==> src/rtl/noc_pkg.sv <==
// Shared NOC byte type, NOP encoding and FSM state types for the fan-out switch.
package noc_pkg;

  localparam logic       NOP_CTL  = 1'b1;
  localparam logic [7:0] NOP_DATA = 8'h00;

  typedef struct packed {
    logic       ctl;
    logic [7:0] data;
  } noc_byte_t;

  localparam noc_byte_t NOC_NOP = '{ctl: NOP_CTL, data: NOP_DATA};

  typedef enum logic [1:0] {IDLE, GOT_CMD, ROUTE} req_st_t;
  typedef enum logic       {WAIT, STORE}          cap_st_t;
  typedef enum logic       {A_IDLE, A_SEND}       arb_st_t;

  function automatic logic is_nop(input noc_byte_t b);
    return (b.ctl == NOP_CTL) && (b.data == NOP_DATA);
  endfunction

  // A command byte is any ctl=1 byte that is not a NOP.
  function automatic logic is_cmd(input noc_byte_t b);
    return (b.ctl == NOP_CTL) && (b.data != NOP_DATA);
  endfunction

endpackage

==> src/rtl/noc_rsp_buf.sv <==
// Per-device response buffer: packet-aware capture into a FIFO, completed
// packet count for the arbiter, and a sticky overflow flag.
module noc_rsp_buf
  import noc_pkg::*;
#(
  parameter int unsigned DEPTH = 16
) (
  input  logic      clk,
  input  logic      reset,
  input  noc_byte_t rsp,
  input  logic      pop,
  input  logic      pkt_done,
  output noc_byte_t head,
  output logic      empty,
  output logic      has_pkt,
  output logic      ovf
);

  localparam int unsigned AW       = $clog2(DEPTH);
  localparam logic [AW:0] CNT_FULL = (AW + 1)'(DEPTH);

  noc_byte_t     mem [DEPTH];
  logic [AW-1:0] wr_ptr;
  logic [AW-1:0] rd_ptr;
  logic [AW:0]   count;
  logic [AW:0]   pkt_cnt;
  cap_st_t       st;
  logic          full;
  logic          wr_req;
  logic          wr_en;
  logic          rd_en;
  logic          term;

  // Decode write/read requests and FIFO status.
  always_comb begin
    empty   = (count == '0);
    full    = (count == CNT_FULL);
    has_pkt = (pkt_cnt != '0);
    wr_req  = (st == STORE) || is_cmd(rsp);
    term    = (st == STORE) && is_nop(rsp);
    wr_en   = wr_req && !full;
    rd_en   = pop && !empty;
    head    = mem[rd_ptr];
  end

  // FIFO storage, no reset needed.
  always_ff @(posedge clk) begin
    if (wr_en) mem[wr_ptr] <= rsp;
  end

  // Capture FSM, pointers, occupancy, packet count and overflow flag.
  // A terminator dropped on a full FIFO still closes the packet.
  always_ff @(posedge clk or posedge reset) begin
    if (reset) begin
      st      <= WAIT;
      wr_ptr  <= '0;
      rd_ptr  <= '0;
      count   <= '0;
      pkt_cnt <= '0;
      ovf     <= 1'b0;
    end else begin
      if ((st == WAIT) && is_cmd(rsp)) st <= STORE;
      else if (term)                   st <= WAIT;
      if (wr_en) wr_ptr <= wr_ptr + 1'b1;
      if (rd_en) rd_ptr <= rd_ptr + 1'b1;
      count   <= count + {{AW{1'b0}}, wr_en} - {{AW{1'b0}}, rd_en};
      pkt_cnt <= pkt_cnt + {{AW{1'b0}}, term} - {{AW{1'b0}}, pkt_done};
      if (wr_req && full) ovf <= 1'b1;
    end
  end

endmodule

==> src/rtl/noc_switch_n.sv <==
// NOC fan-out switch: one upstream port to NDEV device ports. Requests are
// routed by destination ID through a 2-stage delay line; buffered device
// responses are merged upstream by a packet-granular round-robin arbiter.
module noc_switch_n
  import noc_pkg::*;
#(
  parameter int unsigned NDEV    = 4,
  parameter logic [7:0]  BASE_ID = 8'h40,
  parameter int unsigned DEPTH   = 16
) (
  input  logic              clk,
  input  logic              reset,
  input  logic              to_ctl,
  input  logic [7:0]        to_data,
  output logic              from_ctl,
  output logic [7:0]        from_data,
  output logic [NDEV-1:0]   dev_to_ctl,
  output logic [8*NDEV-1:0] dev_to_data,
  input  logic [NDEV-1:0]   dev_from_ctl,
  input  logic [8*NDEV-1:0] dev_from_data,
  output logic              bad_dest,
  output logic [NDEV-1:0]   ovf
);

  localparam int unsigned PW    = (NDEV > 1) ? $clog2(NDEV) : 1;
  localparam logic [7:0]  NDEV8 = 8'(NDEV);

  noc_byte_t   req_in;
  noc_byte_t   d1;
  noc_byte_t   d2;
  req_st_t     req_st;
  logic [7:0]  dest_q;
  logic [7:0]  dest_off;
  logic [7:0]  id_off;
  logic        route_ok;

  noc_byte_t       head [NDEV];
  logic [NDEV-1:0] empty;
  logic [NDEV-1:0] has_pkt;
  logic [NDEV-1:0] pop;
  logic [NDEV-1:0] pkt_done;
  arb_st_t         arb_st;
  logic [PW-1:0]   ptr;
  logic [PW-1:0]   grant_q;
  logic [PW-1:0]   cur;
  logic            active;
  logic            term;
  int unsigned     idx;
  noc_byte_t       from_q;

  // Request delay line, destination capture and bad-destination flag.
  always_ff @(posedge clk or posedge reset) begin
    if (reset) begin
      d1       <= NOC_NOP;
      d2       <= NOC_NOP;
      req_st   <= IDLE;
      dest_q   <= BASE_ID;
      bad_dest <= 1'b0;
    end else begin
      d1 <= req_in;
      d2 <= d1;
      case (req_st)
        IDLE, ROUTE: if (is_cmd(req_in)) req_st <= GOT_CMD;
        GOT_CMD: begin
          if (!req_in.ctl) begin
            req_st <= ROUTE;
            dest_q <= req_in.data;
            if (id_off >= NDEV8) bad_dest <= 1'b1;
          end
        end
        default: req_st <= IDLE;
      endcase
    end
  end

  // Steer the delayed byte to the addressed port; every other port sees NOP.
  always_comb begin
    req_in      = {to_ctl, to_data};
    id_off      = req_in.data - BASE_ID;
    dest_off    = dest_q - BASE_ID;
    route_ok    = (dest_off < NDEV8);
    dev_to_ctl  = {NDEV{NOP_CTL}};
    dev_to_data = '0;
    for (int unsigned i = 0; i < NDEV; i++) begin
      if (route_ok && (dest_off == 8'(i))) begin
        dev_to_ctl[i]         = d2.ctl;
        dev_to_data[8*i +: 8] = d2.data;
      end
    end
  end

  for (genvar g = 0; g < NDEV; g++) begin : g_buf
    noc_byte_t rsp;

    // Pack the device response lane into a NOC byte.
    always_comb rsp = {dev_from_ctl[g], dev_from_data[8*g +: 8]};

    noc_rsp_buf #(.DEPTH(DEPTH)) u_buf (
      .clk      (clk),
      .reset    (reset),
      .rsp      (rsp),
      .pop      (pop[g]),
      .pkt_done (pkt_done[g]),
      .head     (head[g]),
      .empty    (empty[g]),
      .has_pkt  (has_pkt[g]),
      .ovf      (ovf[g])
    );
  end

  // Round-robin grant search from ptr while idle; locked grant while sending.
  // An empty FIFO mid-packet (terminator was dropped) also ends the packet.
  always_comb begin
    cur    = grant_q;
    active = 1'b0;
    idx    = 0;
    if (arb_st == A_SEND) begin
      active = 1'b1;
    end else begin
      for (int unsigned k = 0; k < NDEV; k++) begin
        idx = (32'(ptr) + k) % NDEV;
        if (!active && has_pkt[idx]) begin
          active = 1'b1;
          cur    = PW'(idx);
        end
      end
    end
    term     = empty[cur] || is_nop(head[cur]);
    pop      = '0;
    pkt_done = '0;
    if (active) begin
      pop[cur]      = !empty[cur];
      pkt_done[cur] = term;
    end
  end

  // Arbiter state, rotation pointer and registered upstream output.
  always_ff @(posedge clk or posedge reset) begin
    if (reset) begin
      arb_st  <= A_IDLE;
      ptr     <= '0;
      grant_q <= '0;
      from_q  <= NOC_NOP;
    end else begin
      from_q <= NOC_NOP;
      if (active) begin
        if (!empty[cur]) from_q <= head[cur];
        grant_q <= cur;
        if (term) begin
          arb_st <= A_IDLE;
          ptr    <= (cur == PW'(NDEV - 1)) ? '0 : cur + 1'b1;
        end else begin
          arb_st <= A_SEND;
        end
      end
    end
  end

  // Drive upstream response pins from the output register.
  always_comb begin
    from_ctl  = from_q.ctl;
    from_data = from_q.data;
  end

endmodule

==> config.mk <==
export PLATFORM = sky130hd
export DESIGN_NAME = noc_switch_n
export DESIGN_NICKNAME = d
export VERILOG_FILES = /design/src/rtl/noc_pkg.sv /design/src/rtl/noc_rsp_buf.sv /design/src/rtl/noc_switch_n.sv
export SDC_FILE = /design/constraint.sdc
export NUM_CORES = 1
export LEC_CHECK = 0
export ABC_AREA = 0
export CELL_PAD_IN_SITES_DETAIL_PLACEMENT = 1
export CELL_PAD_IN_SITES_GLOBAL_PLACEMENT = 2
export CORE_MARGIN = 2
export CORE_UTILIZATION = 50
export DETAILED_ROUTE_END_ITERATION = 10
export GPL_ROUTABILITY_DRIVEN = 0
export PLACE_DENSITY = 0.85
export SLEW_MARGIN = 10
export SYNTH_ARGS = -nofsm -noshare
export SYNTH_HDL_FRONTEND = slang
export SYNTH_HIERARCHICAL = 1
export SYNTH_SLANG_ARGS = --single-unit
==> constraint.sdc <==
create_clock -name clk -period 8.59 [get_ports clk]
set_clock_uncertainty 0.1 [all_clocks]
set_input_delay 1.718 -clock clk [delete_from_list [all_inputs] [get_ports clk]]
set_output_delay 1.718 -clock clk [all_outputs]
set_load 0.005 [all_outputs]
==> run_results.csv, run 1 <==
group,metric,value,unit
logic_synthesis,syn_inst,1793,
sta,hold_viol,0,
clock_tree,cts_setup_buffers,0,
floorplanning,floorplan.rows,90,
clock_tree,cts_sinks,699,
worst_hold_path,hold_path_class,"flop to flop",
floorplanning,start_util,50.3,%
clock_tree,cts.htree.levels,3,
logic_synthesis,synth_edf_count,576,
clock_tree,ctsResizeCount,0,
sta,finalSetupViolCount,0,
sta,setup_slack,2770,ps
placement,hpwlAfterDp,46.3,mm
sta,min_period_over_period,67.8,%
finish,finalNetCount,2033,
logic_synthesis,synth_nets,1920,
finish,stdcell_area,33900,µm²
worst_setup_path,cp-start-kind,"flop",
routing,ant_nets,0,
grt,gr-usage-all-layers,22.9,%
worst_setup_path,worstPathRequired,9020,ps
placement,pre_cts_ws,2730,ps
floorplanning,core,60000,µm²
run_status,outcome,"finished clean",
finish,final_layout_size_suffix_gt1_share,13.8,%
routing,wl,70.9,mm
power,power_leakage,12.4,nW
sta,slew_headroom,25.0,%
clock_tree,numCtsBuffers,71,
sta,min_period,5820,ps
finish,fillCellCount,5372,
grt,grt_max_degree,52,
worst_hold_path,hp-start,"d1[5]",
logic_synthesis,synth_area_leaders,"edfxtp_1 57%, dfrtp_1 9.9%, mux2i_1 5.3%, mux4_2 4.2%, ha_1 3.0%",
worst_setup_path,cp-end-kind,"flop",
sta,worstMarginPinSlew,1120,ps
floorplanning,dieArea,62400,µm²
worst_hold_path,hold_path_end,"d2[5]",
floorplanning,die_w,250,µm
worst_setup_path,timing_worst_setup_path_type,"flop to flop",
logic_synthesis,ys_warn_count,6,
grt,grt_pass1_wl,108,mm
finish,seqCellArea,20400,µm²
worst_setup_path,regToRegSetupSlack,2770,ps
placement,io_buffers,96,
placement,placed_cells,2615,
finish,fin_util,56.5,%
power,p_per_area,359,nW/µm²
clock_tree,clk_path_buf_depth,3,
finish,multi_input_comb_area,8880,µm²
worst_setup_path,worst_ep_arrival_time,6250,ps
logic_synthesis,async_flop_share,17.6,%
routing,drt-initial-drc-count,1104,
routing,vias,16300,
clock_tree,cts_tree,"yes",
finish,diodes,0,
sta,grt_setup_unrepaired,"no",
routing,dr.pass1.iters,5,
worst_setup_path,r2r_start,"g_buf[3].u_buf/pkt_cnt[3]",
finish,synthToLayoutAreaGrowth,12.3,%
logic_synthesis,synth_top_area_cell,"edfxtp_1",
clock_tree,clkLatencyLatePin,620,ps
floorplanning,die_h,250,µm
logic_synthesis,synth_flop_cell,"edfxtp_1",
logic_synthesis,synth_top_cell_area_share,57.2,%
sta,fmax,172,MHz
clock_tree,cts_hold_buf,0,
routing,post_drt_wl_per_cell,25.9,µm
routing,drc,0,
job,drv_cap,0,
sta,tns,0,ps
floorplanning,io_pins,97,
finish,fin_cells,2740,
worst_hold_path,min_path_cells,0,
logic_synthesis,synth-seq-area-share,67.5,%
logic_synthesis,synth_area_per_cell,16.9,µm²
logic_synthesis,synth.distinct_cells,79,
logic_synthesis,ys_ff_latch,699,
placement,placed_area,31700,µm²
sta,slew_violations,0,
routing,avgViaCountPerCell,5.96,
clock_tree,cts_root_buf,"clkbuf_16",
logic_synthesis,synthTopCellsByCount,"576 x edfxtp_1, 160 x mux2i_1, 119 x dfrtp_1, 80 x inv_1, 72 x ha_1",
worst_setup_path,r2r_end,"g_buf[3].u_buf/count[4]",
grt,grt_overflow_total,0,
grt,antenna_found_initial,0,
logic_synthesis,syn_area,30200,µm²
logic_synthesis,synth.most_common_cell,"edfxtp_1",
grt,grt_pass1_vias,17300,
worst_setup_path,critPathMaxFanout,22,
power,ir_worst_vdd,0.175,mV
worst_setup_path,worst-r2r-cell-count,21,
clock_tree,cts.clk_slew.worst_paths,60,ps
## logic make-up after synthesis
kind of cell	Yosys count	synth area share, %
DFF	699	67.5
and+or+nand+nor	317	6.15
muxes	253	11.7
AOI/OAI and AO/OA	225	6.34
buffers and inverters	163	3.21
adders and majority gates	80	3.51
xor gates and xnor gates	56	1.62
## where the power goes
group / leakage, nW / total [W] / switching (W) / internal (W)
registers: 6.65 / 0.00503 / 0.000600 / 0.00443
logic: 4.64 / 0.00414 / 0.00240 / 0.00173
clock network: 1.09 / 0.00300 / 0.00126 / 0.00174
total: 12.4 / 0.0122 / 0.00426 / 0.00791
## through the flow
| stage | power [W] | hold WS, ps |
|---|---|---|
| 2_1_floorplan | 0.00794 | 231 |
| 3_3_place_gp | 0.00897 | 233 |
| 3_5_place_dp | 0.00921 | 236 |
| 4_1_cts | 0.0123 | 249 |
| 5_1_grt | 0.0128 | 251 |
| 6_report | 0.0122 | 246 |
## critical path, stage by stage (launching register included)
cell and delay, ps:
dfrtp_1 400, inv_1 90, ha_1 140, or4b_2 680, mux4_2 510, nand3b_1 110, a31oi_1 70, nor4_2 380
nand2_1 660, inv_1 380, ha_1 240, and2_1 130, nor2b_1 400, ha_1 320, inv_1 60, ha_1 160
inv_1 60, fa_1 420, inv_1 70, a21oi_1 60, o21bai_1 180, xnor2_1 140
## layout by cell type (no fill, tap or decap), types with 5 or more instances in the layout
cell | synthesis | routed
edfxtp_1 | 576 | 576
mux2i_1 | 160 | 160
dfrtp_1 | 119 | 115
clkdlybuf4s50_1 | 0 | 96
inv_1 | 80 | 79
clkbuf_16 | 0 | 73
ha_1 | 72 | 72
nand2_1 | 65 | 65
mux4_2 | 57 | 57
and3_1 | 53 | 53
and2_1 | 47 | 47
o21ai_0 | 45 | 45
nor2_1 | 44 | 44
a22oi_1 | 38 | 38
a221oi_2 | 37 | 37
xnor2_1 | 36 | 36
a221oi_1 | 35 | 35
buf_4 | 8 | 22
clkinv_1 | 4 | 20
xor2_1 | 20 | 20
a21oi_1 | 19 | 19
nor2b_1 | 18 | 18
nor3_1 | 20 | 17
mux4_1 | 16 | 16
mux2_2 | 14 | 14
clkbuf_1 | 11 | 13
a21o_1 | 12 | 12
nand3_1 | 10 | 10
nand2b_1 | 9 | 9
o21bai_1 | 9 | 9
nor4_2 | 9 | 9
and4_1 | 9 | 9
clkinv_2 | 0 | 9
fa_1 | 8 | 8
bufinv_16 | 0 | 6
nor3b_1 | 5 | 5
o211ai_1 | 5 | 5
## sequential cells by signal, summed over array words and instances, names as in the netlist, 4 cells and up
name and cells:
d1 9, d2 9, dest_q 8, from_data 8, g_buf.u_buf/count 20, g_buf.u_buf/mem 576, g_buf.u_buf/ovf 4, g_buf.u_buf/pkt_cnt 20
g_buf.u_buf/rd_ptr 16, g_buf.u_buf/st 4, g_buf.u_buf/wr_ptr 16
## cell type report
cell class                      count  area share, %
Multi-Input combinational cell    931           26.2
Tap cell                          782           2.88
Inverter                           85          0.941
Clock inverter                     38           1.01
Sequential cell                   699           60.1
Timing Repair Buffer              118           3.32
Clock buffer                       87           5.57
## per-layer routing
metal  routed length [µm]  vias up  track usage, %
li1                     -     7211               -
met1                30900     8585            31.2
met2                34900      435            37.9
met3                 3370       94            3.31
met4                 1710        0            7.71
met5                    0        -               0
## worst max path at each step
stage | from | endpoint | slack [ps] | cells after the start
finish | g_buf[3].u_buf/pkt_cnt[3] | g_buf[3].u_buf/count[4] | 2770 | 21
CTS | g_buf[3].u_buf/pkt_cnt[3] | g_buf[3].u_buf/count[4] | 2700 | 21
detailed placement | g_buf[3].u_buf/pkt_cnt[3] | g_buf[3].u_buf/count[4] | 2730 | 21
global route | g_buf[3].u_buf/pkt_cnt[3] | g_buf[3].u_buf/count[4] | 2230 | 21
floorplan | g_buf[3].u_buf/pkt_cnt[3] | g_buf[3].u_buf/count[4] | 3670 | 23
global placement | g_buf[3].u_buf/pkt_cnt[3] | g_buf[3].u_buf/count[4] | 3020 | 21
Note: power is estimated with default switching activity, not from simulation.
==> inputs of run 2 (changes only) <==
CORE_UTILIZATION = 42   (was 50)
PLACE_DENSITY = 0.77   (was 0.85)
clock period = 5 ns   (was 8.59 ns; I/O delays follow)
==> run 2 against run 1 <==
Net effect: utilization is 7.2 points lower; setup slack worse by 2600 ps; maximum frequency is 21% higher; die area is 19% higher; largest cell class unchanged.
==> run_results.csv, run 2 (synthesis results as in run 1) <==
group,metric,value,unit
finish,finalNetCount,2137,
clock_tree,numCtsBuffers,71,
sta,slew_violations,0,
run_status,outcome,"finished clean",
sta,min_period_over_period,96.4,%
sta,slew_headroom,37.6,%
floorplanning,die_h,272,µm
floorplanning,core,71400,µm²
finish,fin_util,49.3,%
clock_tree,cts.htree.levels,3,
clock_tree,cts_root_buf,"clkbuf_16",
finish,final_cell_mix,"576 x edfxtp_1, 158 x mux2i_1, 119 x buf_4",
sta,hold_viol,0,
power,switching_power,0.00750,W
routing,drc,0,
power,switching_share,34.7,%
grt,grt_pass1_wl,111,mm
placement,placed_cells,2877,
worst_setup_path,timing_worst_setup_path_type,"flop to flop",
clock_tree,cts_sinks,699,
finish,fillCellCount,6773,
power,p_int,0.0141,W
floorplanning,die_w,272,µm
power,ir_worst_vdd,0.252,mV
finish,largest-register,"g_buf.u_buf/mem",
routing,vias,16600,
sta,finalSetupViolCount,0,
sta,setup_slack,181,ps
job,drv_cap,0,
power,power_leakage,13.0,nW
routing,ant_nets,0,
sta,grt_setup_unrepaired,"yes",
clock_tree,clk_path_buf_depth,3,
placement,pre_cts_ws,-185,ps
finish,final_common_cell,"edfxtp_1",
grt,grt_overflow_total,0,
grt,grt_max_degree,44,
finish,reg_top3,"g_buf.u_buf/mem (576), g_buf.u_buf/count (20), g_buf.u_buf/pkt_cnt (20)",
routing,avgViaCountPerCell,5.49,
grt,gr-usage-all-layers,19.8,%
finish,largest_reg_flops,576,
power,p_per_area,615,nW/µm²
routing,post_drt_wl_per_cell,24.2,µm
placement,io_buffers,96,
clock_tree,cts_tree,"yes",
power,clkPwrFrac,24.3,%
clock_tree,clkLatencyLatePin,620,ps
grt,grt_pass1_vias,17800,
power,seqPwrFrac,38.3,%
power,comb_power_share,37.3,%
clock_tree,cts.clk_slew.worst_paths,60,ps
sta,tns,0,ps
finish,final_layout_size_suffix_gt1_share,19.3,%
placement,hpwlAfterDp,48.5,mm
clock_tree,cts_hold_buf,0,
finish,synthToLayoutAreaGrowth,16.4,%
worst_setup_path,critPathMaxFanout,7,
grt,antenna_found_initial,0,
routing,drt-initial-drc-count,1263,
sta,worstMarginPinSlew,936,ps
finish,multi_input_comb_area,8990,µm²
finish,fin_cells,3016,
sta,min_period,4820,ps
worst_setup_path,worstPathRequired,5420,ps
floorplanning,io_pins,97,
routing,dr.pass1.iters,5,
finish,diodes,0,
worst_setup_path,cp-end-kind,"flop",
worst_setup_path,cp-start-kind,"flop",
finish,seqCellArea,20400,µm²
routing,wl,73.1,mm
worst_hold_path,hold_path_class,"flop to flop",
floorplanning,start_util,42.3,%
sta,fmax,208,MHz
worst_setup_path,worst_ep_arrival_time,5240,ps
floorplanning,floorplan.rows,98,
floorplanning,dieArea,74100,µm²
-- run 2: cell count changes in the layout (fill, tap and decap cells not counted), sizes merged --
cell,change
buf,+103
clkbuf,+22
clkinv,-11
bufinv,-2
clkinvlp,-2
inv,-2
-- run 2: power by group through the flow --
stage               registers [W]  clock network [W]  logic (W)
finish                    0.00829            0.00526    0.00807
detailed placement        0.00839                  0    0.00784
CTS                       0.00829            0.00538    0.00794
global placement          0.00830                  0    0.00757
global route              0.00842            0.00560    0.00875
floorplan                 0.00806                  0    0.00557
-- run 2: final timing paths --
check                      depth (start not counted)                      start                       end  slack, ps
max reg2reg                                       24  g_buf[3].u_buf/pkt_cnt[3]   g_buf[2].u_buf/count[4]        180
min reg2reg                                        0                      d1[5]                     d2[5]        250
max in group asynchronous                          2                      reset  g_buf[2].u_buf/rd_ptr[0]       3020
min in group asynchronous                          2                      reset  g_buf[3].u_buf/wr_ptr[1]       1100
min                                                0                      d1[5]                     d2[5]        250
max                                               24  g_buf[3].u_buf/pkt_cnt[3]   g_buf[2].u_buf/count[4]        180
-- run 2: per-layer routing --
| metal | up-vias | track usage [%] | part of all wire, % |
|---|---|---|---|
| met2 | 374 | 33.7 | 50 |
| met4 | 0 | 6.72 | 2.7 |
| met5 | - | 0 | 0 |
| li1 | 7426 | - | - |
| met1 | 8664 | 26.2 | 43 |
| met3 | 101 | 2.87 | 4.1 |
-- run 2: cell type report --
| class | count | share of cell area [%] |
|---|---|---|
| Clock inverter | 21 | 0.623 |
| Sequential cell | 699 | 58.0 |
| Timing Repair Buffer | 222 | 5.66 |
| Clock buffer | 108 | 5.89 |
| Tap cell | 950 | 3.38 |
| Inverter | 85 | 0.907 |
| Multi-Input combinational cell | 931 | 25.6 |
-- run 2: what timing repair did --
item / CTS / global route
gates cloned: 0 / 1
buffers inserted: 0 / 9
pin swaps: 0 / 13
endpoints found under the setup margin: 5 / 9
gates resized for setup: 3 / 32
-- run 2: metrics by stage --
step	total power [W]	hold slack (ps)	area, µm²
after global placement	0.0159	232	32700
final	0.0216	245	35200
after global routing	0.0228	255	35200
after CTS	0.0216	248	35000
after floorplan	0.0136	231	30200
after detailed placement	0.0162	236	32700
-- run 2: critical path, stage by stage, from the launching register on --
cell	delay [ps]
dfrtp_1	380
inv_1	80
ha_1	130
or4b_4	500
or2_4	270
o221a_4	300
a2111oi_4	400
nor2_4	100
buf_12	160
inv_2	50
and4_1	190
nor3_2	60
and2b_2	230
buf_6	130
and2_1	150
nor2b_1	140
ha_1	300
inv_1	90
ha_4	140
inv_2	40
fa_2	350
inv_1	60
a21oi_1	50
o21bai_1	170
xnor2_1	160
==> inputs of run 3 (changes only) <==
CORE_UTILIZATION = 47   (was 42)
PLACE_DENSITY = 0.81   (was 0.77)
clock period = 5.4 ns   (was 5 ns; I/O delays follow)
==> run 3 against run 2 <==
Net effect: maximum frequency decreased by 2.9%; setup slack better by 260 ps; utilization rose by 5.6 points; die area fell by 10%; sequential cell count unchanged; final cell count is 4.4% lower; final area fell by 1.2%; sequential power shrank 6.2%.
==> run_results.csv, run 3 (synthesis results as in run 1) <==
group,metric,value,unit
worst_setup_path,cp-end-kind,"flop",
worst_setup_path,cp_top_family,"simple AND/OR/NAND/NOR gates",
power,p_per_area,569,nW/µm²
sta,min_period_over_period,91.9,%
worst_setup_path,regToRegSetupSlack,440,ps
worst_setup_path,startpoint,"g_buf[3].u_buf/pkt_cnt[2]",
worst_setup_path,r2r_start,"g_buf[3].u_buf/pkt_cnt[2]",
routing,ant_nets,0,
finish,synthToLayoutAreaGrowth,14.9,%
grt,grt_pass1_wl,109,mm
routing,avgViaCountPerCell,5.68,
routing,wl_met1,30.6,mm
sta,fmax,201,MHz
floorplanning,io_pins,97,
floorplanning,start_util,47.7,%
grt,grt_pass1_vias,17600,
power,power,0.0198,W
worst_setup_path,cp-start-kind,"flop",
finish,final_common_cell,"edfxtp_1",
clock_tree,cts_hold_buf,0,
clock_tree,cts_root_buf,"clkbuf_16",
routing,vias,16400,
job,drv_cap,0,
placement,hpwlAfterDp,48.1,mm
placement,placed_cells,2748,
floorplanning,core,63300,µm²
power,power_leakage,12.8,nW
sta,worstMarginPinSlew,1040,ps
worst_setup_path,max_stage_delay,500,ps
grt,gr-usage-all-layers,21.6,%
finish,final_layout_size_suffix_gt1_share,17.2,%
worst_setup_path,crit_buf_inv,6,
sta,slew_headroom,30.4,%
grt,grt_max_degree,44,
worst_setup_path,timing_worst_setup_path_type,"flop to flop",
sta,min_period,4960,ps
floorplanning,die_h,258,µm
floorplanning,die_w,258,µm
power,ir_worst_vdd,0.250,mV
sta,slew_violations,0,
clock_tree,clk_path_buf_depth,3,
clock_tree,cts_tree,"yes",
finish,fillCellCount,5871,
finish,reg_top3,"g_buf.u_buf/mem (576), g_buf.u_buf/count (20), g_buf.u_buf/pkt_cnt (20)",
routing,wl,71.0,mm
worst_setup_path,r2r_end,"g_buf[2].u_buf/count[4]",
sta,hold_viol,0,
worst_setup_path,path_common_cell,"inv_1",
sta,tns,0,ps
clock_tree,cts.clk_slew.worst_paths,60,ps
routing,met2_length,35.5,mm
finish,finalNetCount,2108,
worst_setup_path,path_depth,23,
worst_setup_path,worstPathRequired,5810,ps
clock_tree,cts_sinks,699,
run_status,outcome,"finished clean",
finish,final_cell_mix,"576 x edfxtp_1, 160 x mux2i_1, 115 x dfrtp_1",
sta,finalSetupViolCount,0,
worst_setup_path,worstSetupEndpoint,"g_buf[2].u_buf/count[4]",
routing,wl_met3,3.39,mm
routing,drc,0,
finish,seqCellArea,20400,µm²
worst_hold_path,hold_path_class,"flop to flop",
clock_tree,cts.htree.levels,3,
worst_setup_path,critPathMaxFanout,12,
placement,io_buffers,96,
worst_setup_path,worst-r2r-cell-count,23,
clock_tree,clkLatencyLatePin,600,ps
worst_setup_path,crit_path_top_delay_cell,"or4b_4",
routing,dr.pass1.iters,4,
grt,grt_overflow_total,0,
floorplanning,dieArea,66300,µm²
finish,fin_cells,2884,
routing,top_layer,"met4",
finish,diodes,0,
finish,multi_input_comb_area,8890,µm²
routing,post_drt_wl_per_cell,24.6,µm
sta,grt_setup_unrepaired,"no",
floorplanning,floorplan.rows,92,
worst_setup_path,crit_chain,"inv_1 -> ha_1 -> or4b_4 -> or2_4 -> o221a_2 -> a2111oi_4 -> nor2_4 -> inv_4 -> and4_1 -> nor3_4 -> and2b_4 -> buf_4 -> and2_1 -> nor2b_1 -> ha_1 -> inv_1 -> ha_1 -> inv_1 -> fa_1 -> inv_1 -> a21oi_1 -> o21bai_1 -> xnor2_1",
grt,antenna_found_initial,0,
clock_tree,numCtsBuffers,73,
routing,drt-initial-drc-count,1244,
finish,largest_reg_flops,576,
finish,largest-register,"g_buf.u_buf/mem",
worst_setup_path,worst_ep_arrival_time,5380,ps
run 3: cell types whose count changed in the layout (fill, tap and decap cells not counted), moves of 5 or more:
cell	before	now
fa_1	1	8
fa_2	7	0
clkbuf_1	26	19
clkinv_2	7	12
buf_4	119	91
clkinv_1	10	15
run 3: worst min path at each step:
stage / end / slack, ps / depth (start not counted) / start
floorplan: d2[0] / 230 / 0 / d1[0]
global placement: d2[7] / 230 / 0 / d1[7]
detailed placement: d2[1] / 240 / 0 / d1[1]
CTS: d2[6] / 250 / 0 / d1[6]
global route: d2[6] / 260 / 0 / d1[6]
finish: d2[4] / 250 / 0 / d1[4]
run 3: report_power, final:
| group | internal [W] | switching (W) | leakage [nW] | total, W |
|---|---|---|---|---|
| logic | 0.00296 | 0.00406 | 5.02 | 0.00702 |
| clock network | 0.00290 | 0.00205 | 1.15 | 0.00495 |
| registers | 0.00705 | 0.000734 | 6.65 | 0.00778 |
run 3: area by class of cell:
type / count / share of cell area (%)
Timing Repair Buffer: 191 / 4.96
Clock buffer: 102 / 6.02
Tap cell: 846 / 3.05
Inverter: 85 / 0.926
Sequential cell: 699 / 58.7
Multi-Input combinational cell: 931 / 25.6
Clock inverter: 30 / 0.731
run 3: per-stage QoR:
| step | utilization [%] | hold slack, ps | setup WS, ps | cell area, µm² |
|---|---|---|---|---|
| 2_1_floorplan | - | 231 | 477 | 30200 |
| 3_3_place_gp | 51.1 | 232 | 270 | 32300 |
| 3_5_place_dp | 51.1 | 237 | 46.5 | 32300 |
| 4_1_cts | 54.8 | 250 | 29.3 | 34700 |
| 5_1_grt | 54.9 | 257 | 108 | 34700 |
| 6_report | 54.9 | 250 | 436 | 34700 |
run 3: metal layers:
layer	global-route usage, %	vias to the layer above
met5	0	-
met4	5.60	0
met3	3.82	100
met2	36.4	379
met1	29.2	8546
li1	-	7345
run 3: what timing repair did:
action                                  CTS  global route
endpoints found under the setup margin    0            10
resized for setup                         0             8
buffers inserted                          0             4
